==> src/rtl/spm_arbiter.sv <==
// Purpose: arbitrates SPM port B between the MEM stage (default owner) and a bus master (req/grant).
// Latency: port-B mux is combinational; grant and bus_rdy_ are registered (one edge).
// Backpressure: mem_busy stalls MEM while the bus owns the port; after MAX_WAIT contended cycles ownership is forced over.
//
// Ports:
//   clk, reset_                                  clock, async active-low reset
//   mem_addr/mem_as_/mem_rw/mem_wr_data          MEM-stage access in; mem_rd_data out, mem_busy stall out
//   bus_req_/bus_grnt_                           bus ownership handshake (active-low)
//   bus_addr/bus_as_/bus_rw/bus_wr_data          bus-side access in; bus_rd_data, bus_rdy_ out
//   spm_addr/spm_as_/spm_rw/spm_wr_data          SPM port-B drive; spm_rd_data valid one cycle after access
// rw encoding on every side: 1 = READ, 0 = WRITE. The SPM writes only when spm_as_=0 and spm_rw=0.
module spm_arbiter #(
    parameter int ADDR_W   = 12,
    parameter int DATA_W   = 32,
    parameter int MAX_WAIT = 8,
    parameter int WAIT_W   = 4
) (
    input  logic              clk,
    input  logic              reset_,
    // MEM stage
    input  logic [ADDR_W-1:0] mem_addr,
    input  logic              mem_as_,
    input  logic              mem_rw,
    input  logic [DATA_W-1:0] mem_wr_data,
    output logic [DATA_W-1:0] mem_rd_data,
    output logic              mem_busy,
    // bus master
    input  logic              bus_req_,
    output logic              bus_grnt_,
    input  logic [ADDR_W-1:0] bus_addr,
    input  logic              bus_as_,
    input  logic              bus_rw,
    input  logic [DATA_W-1:0] bus_wr_data,
    output logic [DATA_W-1:0] bus_rd_data,
    output logic              bus_rdy_,
    // SPM port B
    output logic [ADDR_W-1:0] spm_addr,
    output logic              spm_as_,
    output logic              spm_rw,
    output logic [DATA_W-1:0] spm_wr_data,
    input  logic [DATA_W-1:0] spm_rd_data
);

    typedef enum logic {
        OWN_MEM = 1'b0,
        OWN_BUS = 1'b1
    } own_t;

    own_t              state;
    logic [WAIT_W-1:0] wait_cnt;
    logic              sel_bus;
    logic              contended;
    logic              expired;

    assign sel_bus = (state == OWN_BUS);

    // Both sides want the port this cycle; the same condition applies in either state.
    assign contended = !bus_req_ && !mem_as_;

    // The MAX_WAIT-th consecutive contended cycle hands the port to the waiting side.
    assign expired = contended && (wait_cnt == WAIT_W'(MAX_WAIT - 1));

    // Port B mux: no dead cycle on a switch, the new owner drives the SPM right after the edge.
    assign spm_addr    = sel_bus ? bus_addr    : mem_addr;
    assign spm_as_     = sel_bus ? bus_as_     : mem_as_;
    assign spm_rw      = sel_bus ? bus_rw      : mem_rw;
    assign spm_wr_data = sel_bus ? bus_wr_data : mem_wr_data;

    assign mem_rd_data = spm_rd_data;
    assign bus_rd_data = spm_rd_data;

    assign mem_busy = sel_bus && !mem_as_;

    always_ff @(posedge clk or negedge reset_) begin
        if (!reset_) begin
            state     <= OWN_MEM;
            wait_cnt  <= '0;
            bus_grnt_ <= 1'b1;
            bus_rdy_  <= 1'b1;
        end else begin
            // Only a bus access made while the bus owns the port reached the SPM.
            bus_rdy_ <= !(sel_bus && !bus_as_);

            case (state)
                OWN_MEM: begin
                    if ((!bus_req_ && mem_as_) || expired) begin
                        state     <= OWN_BUS;
                        bus_grnt_ <= 1'b0;
                        wait_cnt  <= '0;
                    end else begin
                        wait_cnt <= contended ? wait_cnt + 1'b1 : '0;
                    end
                end
                OWN_BUS: begin
                    // Release wins together with expiry; both land in OWN_MEM anyway.
                    if (bus_req_ || expired) begin
                        state     <= OWN_MEM;
                        bus_grnt_ <= 1'b1;
                        wait_cnt  <= '0;
                    end else begin
                        wait_cnt <= contended ? wait_cnt + 1'b1 : '0;
                    end
                end
                default: begin
                    state     <= OWN_MEM;
                    bus_grnt_ <= 1'b1;
                    wait_cnt  <= '0;
                end
            endcase
        end
    end

endmodule

==> config.mk <==
export PLATFORM = sky130hd
export DESIGN_NAME = spm_arbiter
export DESIGN_NICKNAME = d
export VERILOG_FILES = /design/src/rtl/spm_arbiter.sv
export SDC_FILE = /design/constraint.sdc
export NUM_CORES = 1
export LEC_CHECK = 0
export CORE_AREA = 2 2 93 95
export CTS_BUF_LIST = sky130_fd_sc_hd__clkbuf_8
export DETAILED_ROUTE_END_ITERATION = 6
export DIE_AREA = 0 0 95 97
export DONT_BUFFER_PORTS = 1
export SYNTH_ARGS = -nofsm -noshare
export SYNTH_HDL_FRONTEND = slang
export SYNTH_SLANG_ARGS = --single-unit
==> constraint.sdc <==
create_clock -name clk -period 1.43 [get_ports clk]
set_input_delay 0 -clock clk [delete_from_list [all_inputs] [get_ports clk]]
set_output_delay 0 -clock clk [all_outputs]
set_load 0.01 [all_outputs]
# [Yosys cells after proc, flatten, opt, wreduce, memory -nomap -nowiden]
# Index checks and enable logic that the tools add are counted.
[classes] n_reduce_logical=12 addsub=1 bitwise=1 n_eq_ne=3 mux=14
[ops] operator="2-to-1 mux 32 bit" count=1
[ops] operator="2-to-1 mux 12 bit" count=1
[ops] operator="2-to-1 mux 4 bit" count=3
[ops] operator="one-hot mux 4 bit (2 select lines)" count=1
[ops] operator="2-to-1 mux 1 bit" count=6
[ops] operator="logical AND 1 bit" count=5
[ops] operator="adder 4 x 1 -> 4 bit (second input constant)" count=1
[ops] operator="== test 4 x 3 -> 1 bit (second input constant)" count=1
[ops] operator="zero test 1 bit" count=4
[ops] operator="one-hot mux 1 bit (2 select lines)" count=2
[ops] operator="logical OR 1 bit" count=2
[ops] operator="!= test 2 x 1 -> 1 bit (second input constant)" count=1
[ops] operator="!= test 2 bit (second input constant)" count=1
[ops] operator="AND reduction 2 bit" count=1
[ops] operator="NOT 1 bit" count=1
[word_totals] out_inout_bits=113 reg_bits=7 inputBits=127 wordCells=35

# [Logic depth before layout (Yosys ltp)]
# Gate-level depths: netlist (run 1).
[depth] ltp_word=6 mapped_depth=4 mapped_depth_nobuf=4

# [Worst setup path before layout (run 1)]
# OpenSTA, ideal clock, no wires.
[synth_timing] path_type="flip-flop to flip-flop" startpoint="register wait_cnt[0]" endpoint="register wait_cnt[2]" slack_ns=0.120 path_stages_with_launch=5 synth_period_minus_slack_ns=1.310 arrival_ns=1.238 required_ns=1.358 path_buffers=0 setup_ns=0.072 path_cell_list="dfrtp_1 -> ha_1 -> and3b_2 -> or3_4 -> nor2_1"
[synth_via] elab_chain_len=5 word_cells_on_any_way=9 classes_between="1 x add/sub; 1 x eq/ne; 4 x mux; 3 x reduce/logical"
[synth_lines] element="start, declared" line_no="50" rtl="logic [WAIT_W-1:0] wait_cnt;"
[synth_lines] element="start signal, assigned" line_no="91" rtl="wait_cnt <= contended ? wait_cnt + 1'b1 : '0;"
[synth_lines] element="start signal, assigned" line_no="101" rtl="wait_cnt <= contended ? wait_cnt + 1'b1 : '0;"
[synth_lines] element="branches (longest 4 deep; another with adder 4 x 1 -> 4 bit)"
[synth_lines] element="one-hot mux 4 bit (2 select lines) (*)" line_no="84" rtl="case (state)"
# Every way passes the cells marked *.
# A chain may end at the register's enable or synchronous reset.

# [Worst setup path after layout (run 1)]
# Ends and elaborated chain as after synthesis.

==> flow_summary.toml, run 1 <==
[run_status]
status = "finished clean"

[yosys]
async_reset_ff_share_pct = 100
yosysMostFrequentCell = "buf_4"
synth.largest_area_cell = "mux2_2"
synthCells = 142
synthTopCellsByCount = "64 x buf_4, 46 x mux2_2, 6 x buf_2"
netlist_top_cells_area = "mux2_2 39%, buf_4 36%, dfrtp_1 9.4%"
synth_cell_type_count = 21
syn-cell-area_sq_um = 1330
synth_top_area_share_pct = 38.9
ys.flop_type = "dfrtp_1"
synth.ff_latch_count = 7
ys_warn_count = 0
synth_edf_count = 0
syn_area_per_cell_sq_um = 9.38
yosysSeqAreaShare_pct = 13.3
synth_nets = 270

[worst_setup_path]
crit_cells = 4
crit_required_ns = 1.59
cp-end-kind = "flop"
cp_slowest_cell = "dfrtp_1"
cpLargestDelayFamily = "simple AND/OR/NAND/NOR gates"
worstPathCellList = "ha_1, and3b_2, or3_4, nor2_1"
max_stage_delay_ns = 0.39
path_buf_inv = 0
rr_endpoint = "wait_cnt[2]"
crit_end = "wait_cnt[2]"
criticalPathCategory = "reg2reg"
reg2reg_depth = 4
worst-endpoint-arrival_ns = 1.52
crit_start = "wait_cnt[0]"
worst_r2r_startpoint = "wait_cnt[0]"
worst-path-max-fanout = 4
r2r_setup_slack_ns = 0.07
start_kind = "flop"

[power_and_ir_drop]
ir_drop_v = 0.000242
cellLeakagePower_nw = 0.375
power.density_nw_per_um2 = 737
p_total_uw = 798

[timing]
fin_worst_skew_ns = 0.00340
finalHoldViolCount = 0
fmax_mhz = 733
worst_slew_pin_slew_ns = 0.323
report.final.slew_viol_count = 0
max_slew_margin_pct = 78.4
period_share_pct = 95.4
setup_viol = 0
rsz0062_at_grt = "false"
setup_slack_ns = 0.0660
min_period_ns = 1.36
holdWs_ns = 0.00000522
tns_ns = 0

[layout]
stdcell_area_sq_um = 1080
fin_util_pct = 13.3
area_delta_synth_final_pct = -18.8
stdcell_count = 189
layout-drive-gt1-share_pct = 69.0
final_nets = 213
antenna_cells = 0

[drt]
drtIter0Drc = 20
dr.pass1.iters = 4
wl_per_cell_um = 18.3
vias = 753
routed_via_density = 3.98
drt_wl_total_mm = 3.47
remaining_drc_errors = 0
ant_nets = 0

[grt]
grt_start_max_net_pins = 32
grt_first_pass_wirelength_mm = 4.40
track_usage_pct = 6.64
grt_pass1_vias = 774
grt.overflow.total = 0
grt_antenna_before_repair = 0

[hold_path]
min_path_type = "in2out"
hold_start = "spm_rd_data[12]"

[die]
dieArea_sq_um = 9220
fp-row-count = 33
dieWidth_um = 95
start_util_pct = 16.4
io_pins = 240
core_sq_um = 8130
die_h_um = 97

[place]
post-place-cells = 180
gp_congestion = 0.643
dp_hpwl_mm = 3.18
portBuffers = 0
placed_area_sq_um = 990
dpl_worst_slack_ns = 0.0469

[clock_tree]
clock_latency_ns = 0.23
cts.sinks = 7
cts_resized = 0
cts_buffers = 3
cts_root_buffer = "clkbuf_8"
htreeDepth = 1
cts_buffer_depth = 2
cts.reportedPaths.clkPinSlew_ns = 0.04
tritoncts = "done"

[flow_run]
cap_violations = 0
## power by group
| part | leakage [nW] | total [mW] | internal [mW] | switching, mW |
|---|---|---|---|---|
| clock | 0.0269 | 0.272 | 0.186 | 0.0862 |
| sequential | 0.0872 | 0.227 | 0.214 | 0.0131 |
| combinational | 0.261 | 0.299 | 0.142 | 0.157 |
## worst min path at each step
stage | endpoint | slack, ns | depth (start not counted)
after floorplan | sel_bus | -0.30 | 0
after global placement | sel_bus | -0.30 | 0
after detailed placement | sel_bus | -0.30 | 0
after CTS | mem_rd_data[31] | 0.0001 | 0
after global routing | mem_rd_data[11] | 0.00002 | 0
final | bus_rd_data[12] | 0.000005 | 0
## cells in the final DEF, fill, tap and decap left out, types with 2 or more instances in the layout
| master | n |
|---|---|
| nor2_1 | 4 |
| dlygate4sd3_1 | 4 |
| inv_1 | 2 |
| buf_4 | 3 |
| clkbuf_8 | 3 |
| dfstp_2 | 2 |
| mux2_2 | 46 |
| dfrtp_1 | 4 |
## what timing repair did
action | 4_1_cts | 5_1_grt
setup endpoints to repair | 0 | 3
hold buffers | 4 | 0
buffers inserted | 0 | 1
hold endpoints to repair | 14 | 0
## cell families (layout without fill, tap and decap cells)
family	Yosys count	after routing	synth area share (%)
buffers and inverters	71	13	38.6
AOI/OAI and AO/OA	3	3	1.50
muxes	47	47	39.6
DFF	7	7	13.3
and+or+nand+nor	11	11	4.69
xor gates and xnor gates	2	2	1.31
adders and majority gates	1	1	0.939
## layout make-up
class,count,area (sq um)
repair buffers,8,82.6
fillers,914,7050
multi-input cells,64,641
clock inverters,1,3.75
clock buffers,3,41.3
inverters,1,3.75
flip-flops and latches,7,179
well taps,105,131
## worst register-to-register path, stage by stage (launching register included)
cell     delay [ns]
dfrtp_1        0.39
ha_1           0.23
and3b_2        0.21
or3_4          0.34
nor2_1         0.11
## registers in the layout, summed over array words and instances, names as in the netlist
register,count
bus_grnt_,1
bus_rdy_,1
sel_bus,1
wait_cnt,4
## layer usage
| layer | wire length [um] | vias to the layer above | GRT usage [%] |
|---|---|---|---|
| li1 | - | 300 | - |
| met1 | 1070 | 312 | 5.97 |
| met2 | 1700 | 114 | 11.7 |
| met3 | 542 | 27 | 2.96 |
| met4 | 162 | 0 | 4.46 |
| met5 | 0 | - | 0 |
Note: power is estimated with default switching activity, not from simulation.
==> run 2: changes to the inputs <==
--- a/config.mk
+++ b/config.mk
@@ -7,9 +7,12 @@
 export LEC_CHECK = 0
 export CORE_AREA = 2 2 93 95
 export CTS_BUF_LIST = sky130_fd_sc_hd__clkbuf_8
+export CTS_CLUSTER_DIAMETER = 50
 export DETAILED_ROUTE_END_ITERATION = 6
 export DIE_AREA = 0 0 95 97
 export DONT_BUFFER_PORTS = 1
+export PLACE_DENSITY_LB_ADDON = 0.1
+export SETUP_SLACK_MARGIN = 0.2
 export SYNTH_ARGS = -nofsm -noshare
 export SYNTH_HDL_FRONTEND = slang
 export SYNTH_SLANG_ARGS = --single-unit
==> run 2 against run 1 <==
The flow now finishes with violations (hold timing). Fmax is 5.2% higher. First-iteration DRC count is 50% lower. Sequential power hardly changed. Combinational power is 5% higher. Routed wire length is 4.3% higher.
==> flow_summary.toml, run 2 (synthesis results as in run 1) <==
[worst_setup_path]
start_kind = "flop"
worstPathCellList = "buf_12, mux2_2"
cp-end-kind = "output pin"
reg2reg_depth = 4
crit_cells = 2
cpLargestDelayFamily = "flip-flops"
criticalPathCategory = "reg2out"
worst-endpoint-arrival_ns = 1.30
crit_required_ns = 1.43
cp_slowest_cell = "dfrtp_2"
path_buf_inv = 1
worst-path-max-fanout = 30
max_stage_delay_ns = 0.43

[die]
io_pins = 240
fp-row-count = 33
start_util_pct = 16.4
core_sq_um = 8130
die_h_um = 97
dieArea_sq_um = 9220
dieWidth_um = 95

[clock_tree]
cts_buffers = 3
cts.sinks = 7
tritoncts = "done"
cts_buffer_depth = 2
hold_buffers = 2
htreeDepth = 1
cts.reportedPaths.clkPinSlew_ns = 0.04
clock_latency_ns = 0.23
cts_root_buffer = "clkbuf_8"

[hold_path]
min_path_cells = 1
min_path_type = "in2reg"

[timing]
period_share_pct = 90.7
fmax_mhz = 771
min_period_ns = 1.30
setup_slack_ns = 0.133
fin_worst_skew_ns = 0.00263
finalHoldViolCount = 6
tns_ns = 0
holdWs_ns = -0.165
worst_slew_pin_slew_ns = 0.353
max_slew_margin_pct = 76.4
setup_viol = 0
report.final.slew_viol_count = 0
rsz0062_at_grt = "true"

[layout]
layout_common_cells = "46 x mux2_2, 4 x buf_4, 4 x dfrtp_1"
final_nets = 215
antenna_cells = 0
largest_reg_flops = 4
layout-drive-gt1-share_pct = 77.9
area_delta_synth_final_pct = -16.0
stdcell_count = 191
final_common_cell = "mux2_2"
top_register = "wait_cnt"
stdcell_area_sq_um = 1120
fin_util_pct = 13.8

[place]
placed_area_sq_um = 992
portBuffers = 0
gp_congestion = 0.786
dp_hpwl_mm = 3.23
dpl_worst_slack_ns = 0.0874
post-place-cells = 180

[drt]
remaining_drc_errors = 0
vias = 770
drt_wl_total_mm = 3.62
dr.pass1.iters = 4
wl_per_cell_um = 18.9
routed_via_density = 4.03
ant_nets = 0
drtIter0Drc = 10

[power_and_ir_drop]
switching_share_pct = 32.2
pwr-share-seq_pct = 28.1
power.density_nw_per_um2 = 723
p_switching_uw = 261
pwr-share-clk_pct = 33.3
cellLeakagePower_nw = 0.389
ir_drop_v = 0.000182
p_total_uw = 810
internal-power_uw = 549
pwr-share-comb_pct = 38.6

[grt]
grt_antenna_before_repair = 0
grt_first_pass_wirelength_mm = 4.46
grt_start_max_net_pins = 31
track_usage_pct = 6.61
grt_pass1_vias = 787
grt.overflow.total = 0

[run_status]
status = "finished, violations left"
violations = "hold timing"

[flow_run]
cap_violations = 0
-- run 2: final timing paths --
| path | from | endpoint | slack (ns) |
|---|---|---|---|
| max | sel_bus | spm_wr_data[8] | 0.13 |
| min | bus_req_ | sel_bus | -0.16 |
| max reg2reg | wait_cnt[0] | wait_cnt[3] | 0.14 |
| min reg2reg | wait_cnt[0] | wait_cnt[0] | 0.53 |
| max in group asynchronous | reset_ | bus_grnt_ | 1.01 |
| min in group asynchronous | reset_ | wait_cnt[1] | 0.12 |
-- run 2: layout make-up --
class / instances / area [sq um]
clock buffer: 3 / 41.3
clock inverter: 1 / 3.75
fill: 921 / 7010
inverter: 1 / 3.75
multi-input combinational: 64 / 653
sequential: 7 / 179
tap: 105 / 131
timing repair buffer: 10 / 108
-- run 2: worst register-to-register path, cell delays in order (launching register included) --
cell and delay [ns]:
dfrtp_1 0.37, ha_2 0.19, and3b_2 0.21, or3_4 0.36, nor2_2 0.10
-- run 2: power groups by stage --
stage,Sequential (mW),Clock [mW],Combinational (mW)
after CTS,0.227,0.281,0.312
after global routing,0.230,0.288,0.335
after global placement,0.237,0,0.291
after floorplan,0.224,0,0.435
after detailed placement,0.237,0,0.289
final,0.228,0.269,0.313
-- run 2: what timing repair did --
action                     in CTS  in global routing
resized for setup               2                  6
hold endpoints to repair       14                  6
setup buffers                   4                  1
pin swaps                       0                  3
setup endpoints to repair      43                 53
-- run 2: routing by layer --
metal	global-route usage (%)	vias to the layer above	share of wire [%]
met5	0	-	0
met2	11.1	111	49
met3	4.60	23	19
met4	3.34	0	3.2
met1	5.87	333	29
li1	-	303	-
==> run 3: changes to the inputs <==
--- a/config.mk
+++ b/config.mk
@@ -6,7 +6,6 @@
 export NUM_CORES = 1
 export LEC_CHECK = 0
 export CORE_AREA = 2 2 93 95
-export CTS_BUF_LIST = sky130_fd_sc_hd__clkbuf_8
 export CTS_CLUSTER_DIAMETER = 50
 export DETAILED_ROUTE_END_ITERATION = 6
 export DIE_AREA = 0 0 95 97
==> run 3 against run 2 <==
The flow now finishes without violations. Final cell count grew 1.0%. Worst hold slack gained 0.16 ns. Global-route usage is the same. Critical path type unchanged. Critical endpoint unchanged.
==> flow_summary.toml, run 3 (synthesis results as in run 1) <==
[die]
die_h_um = 97
dieArea_sq_um = 9220
io_pins = 240
fp-row-count = 33
start_util_pct = 16.4
core_sq_um = 8130
dieWidth_um = 95

[timing]
max_slew_margin_pct = 76.4
report.final.slew_viol_count = 0
fin_worst_skew_ns = 0.00308
setup_viol = 0
fmax_mhz = 772
tns_ns = 0
holdWs_ns = 0.00000492
period_share_pct = 90.6
worst_slew_pin_slew_ns = 0.353
min_period_ns = 1.30
rsz0062_at_grt = "true"
finalHoldViolCount = 0

[drt]
wl_per_cell_um = 18.8
routed_via_density = 4.05
dr.pass1.iters = 4
ant_nets = 0
drtIter0Drc = 9
vias = 781
drt_wl_total_mm = 3.63
remaining_drc_errors = 0

[layout]
layout_common_cells = "46 x mux2_2, 4 x dlygate4sd3_1, 4 x buf_4, 4 x dfrtp_1"
top_register = "wait_cnt"
largest_reg_flops = 4
antenna_cells = 0
layout-drive-gt1-share_pct = 76.1
area_delta_synth_final_pct = -14.5
fin_util_pct = 14.0
final_common_cell = "mux2_2"
final_nets = 217

[worst_setup_path]
worst-path-max-fanout = 30
worst-endpoint-arrival_ns = 1.30
crit_required_ns = 1.43
r2r_setup_slack_ns = 0.14
cp-end-kind = "output pin"
criticalPathCategory = "reg2out"
reg2reg_depth = 4
start_kind = "flop"

[hold_path]
min_path_type = "in2out"
min_path_cells = 0

[place]
dp_hpwl_mm = 3.23
gp_congestion = 0.786
portBuffers = 0

[clock_tree]
tritoncts = "done"
cts.reportedPaths.clkPinSlew_ns = 0.04
cts_buffer_depth = 2
cts_root_buffer = "clkbuf_8"
cts_buffers = 3
cts.sinks = 7
htreeDepth = 1
clock_latency_ns = 0.22

[grt]
grt_first_pass_wirelength_mm = 4.46
grt_pass1_vias = 787
grt.overflow.total = 0
grt_start_max_net_pins = 31
grt_antenna_before_repair = 0
track_usage_pct = 6.61

[power_and_ir_drop]
ir_drop_v = 0.000185
p_total_uw = 822
cellLeakagePower_nw = 0.393
power.density_nw_per_um2 = 721

[run_status]
status = "finished clean"

[flow_run]
cap_violations = 0
run 3: path summary, 6_finish.rpt:
kind | startpoint | endpoint
worst min-delay path | spm_rd_data[1] | bus_rd_data[1]
worst min register to register | wait_cnt[0] | wait_cnt[0]
worst max register to register | wait_cnt[0] | wait_cnt[3]
min in group asynchronous | reset_ | wait_cnt[1]
worst max-delay path | sel_bus | spm_wr_data[8]
max in group asynchronous | reset_ | bus_rdy_
run 3: through the flow:
step           instances  setup slack, ns  cell area [sq um]
2_1_floorplan        142            0.161               1340
3_3_place_gp         180            0.104                992
3_5_place_dp         180           0.0874                992
4_1_cts              190            0.127               1090
5_1_grt              193           0.0672               1140
6_report             193            0.134               1140
run 3: per-layer routing:
metal / part of all wire, % / wire length, um / track usage (%)
met2: 49 / 1780 / 11.1
met4: 3.2 / 116 / 3.34
met1: 29 / 1060 / 5.87
met3: 19 / 675 / 4.60
met5: 0 / 0 / 0
run 3: worst max-delay path: stages, from the launching register on:
cell	delay [ns]
dfrtp_2	0.43
buf_12	0.21
mux2_2	0.43
run 3: cell type report:
class                   instances  area [sq um]
multi-input cells              64           653
repair buffers                 12           128
clock buffers                   4          45.0
inverters                       1          3.75
well taps                     105           131
flip-flops and latches          7           179
fillers                       919          6990
run 3: report_power, final:
group	internal [mW]	leakage (nW)	switching (mW)
logic	0.153	0.283	0.166
clock network	0.193	0.0228	0.0825
registers	0.214	0.0872	0.0140
run 3: what timing repair did:
action / in CTS / in global routing
setup endpoints to repair: 43 / 53
cloned: 0 / 0
buffers inserted: 4 / 1
pin swaps: 0 / 3
endpoints found under the hold margin: 14 / 6
resized for setup: 2 / 6
hold buffers: 2 / 2
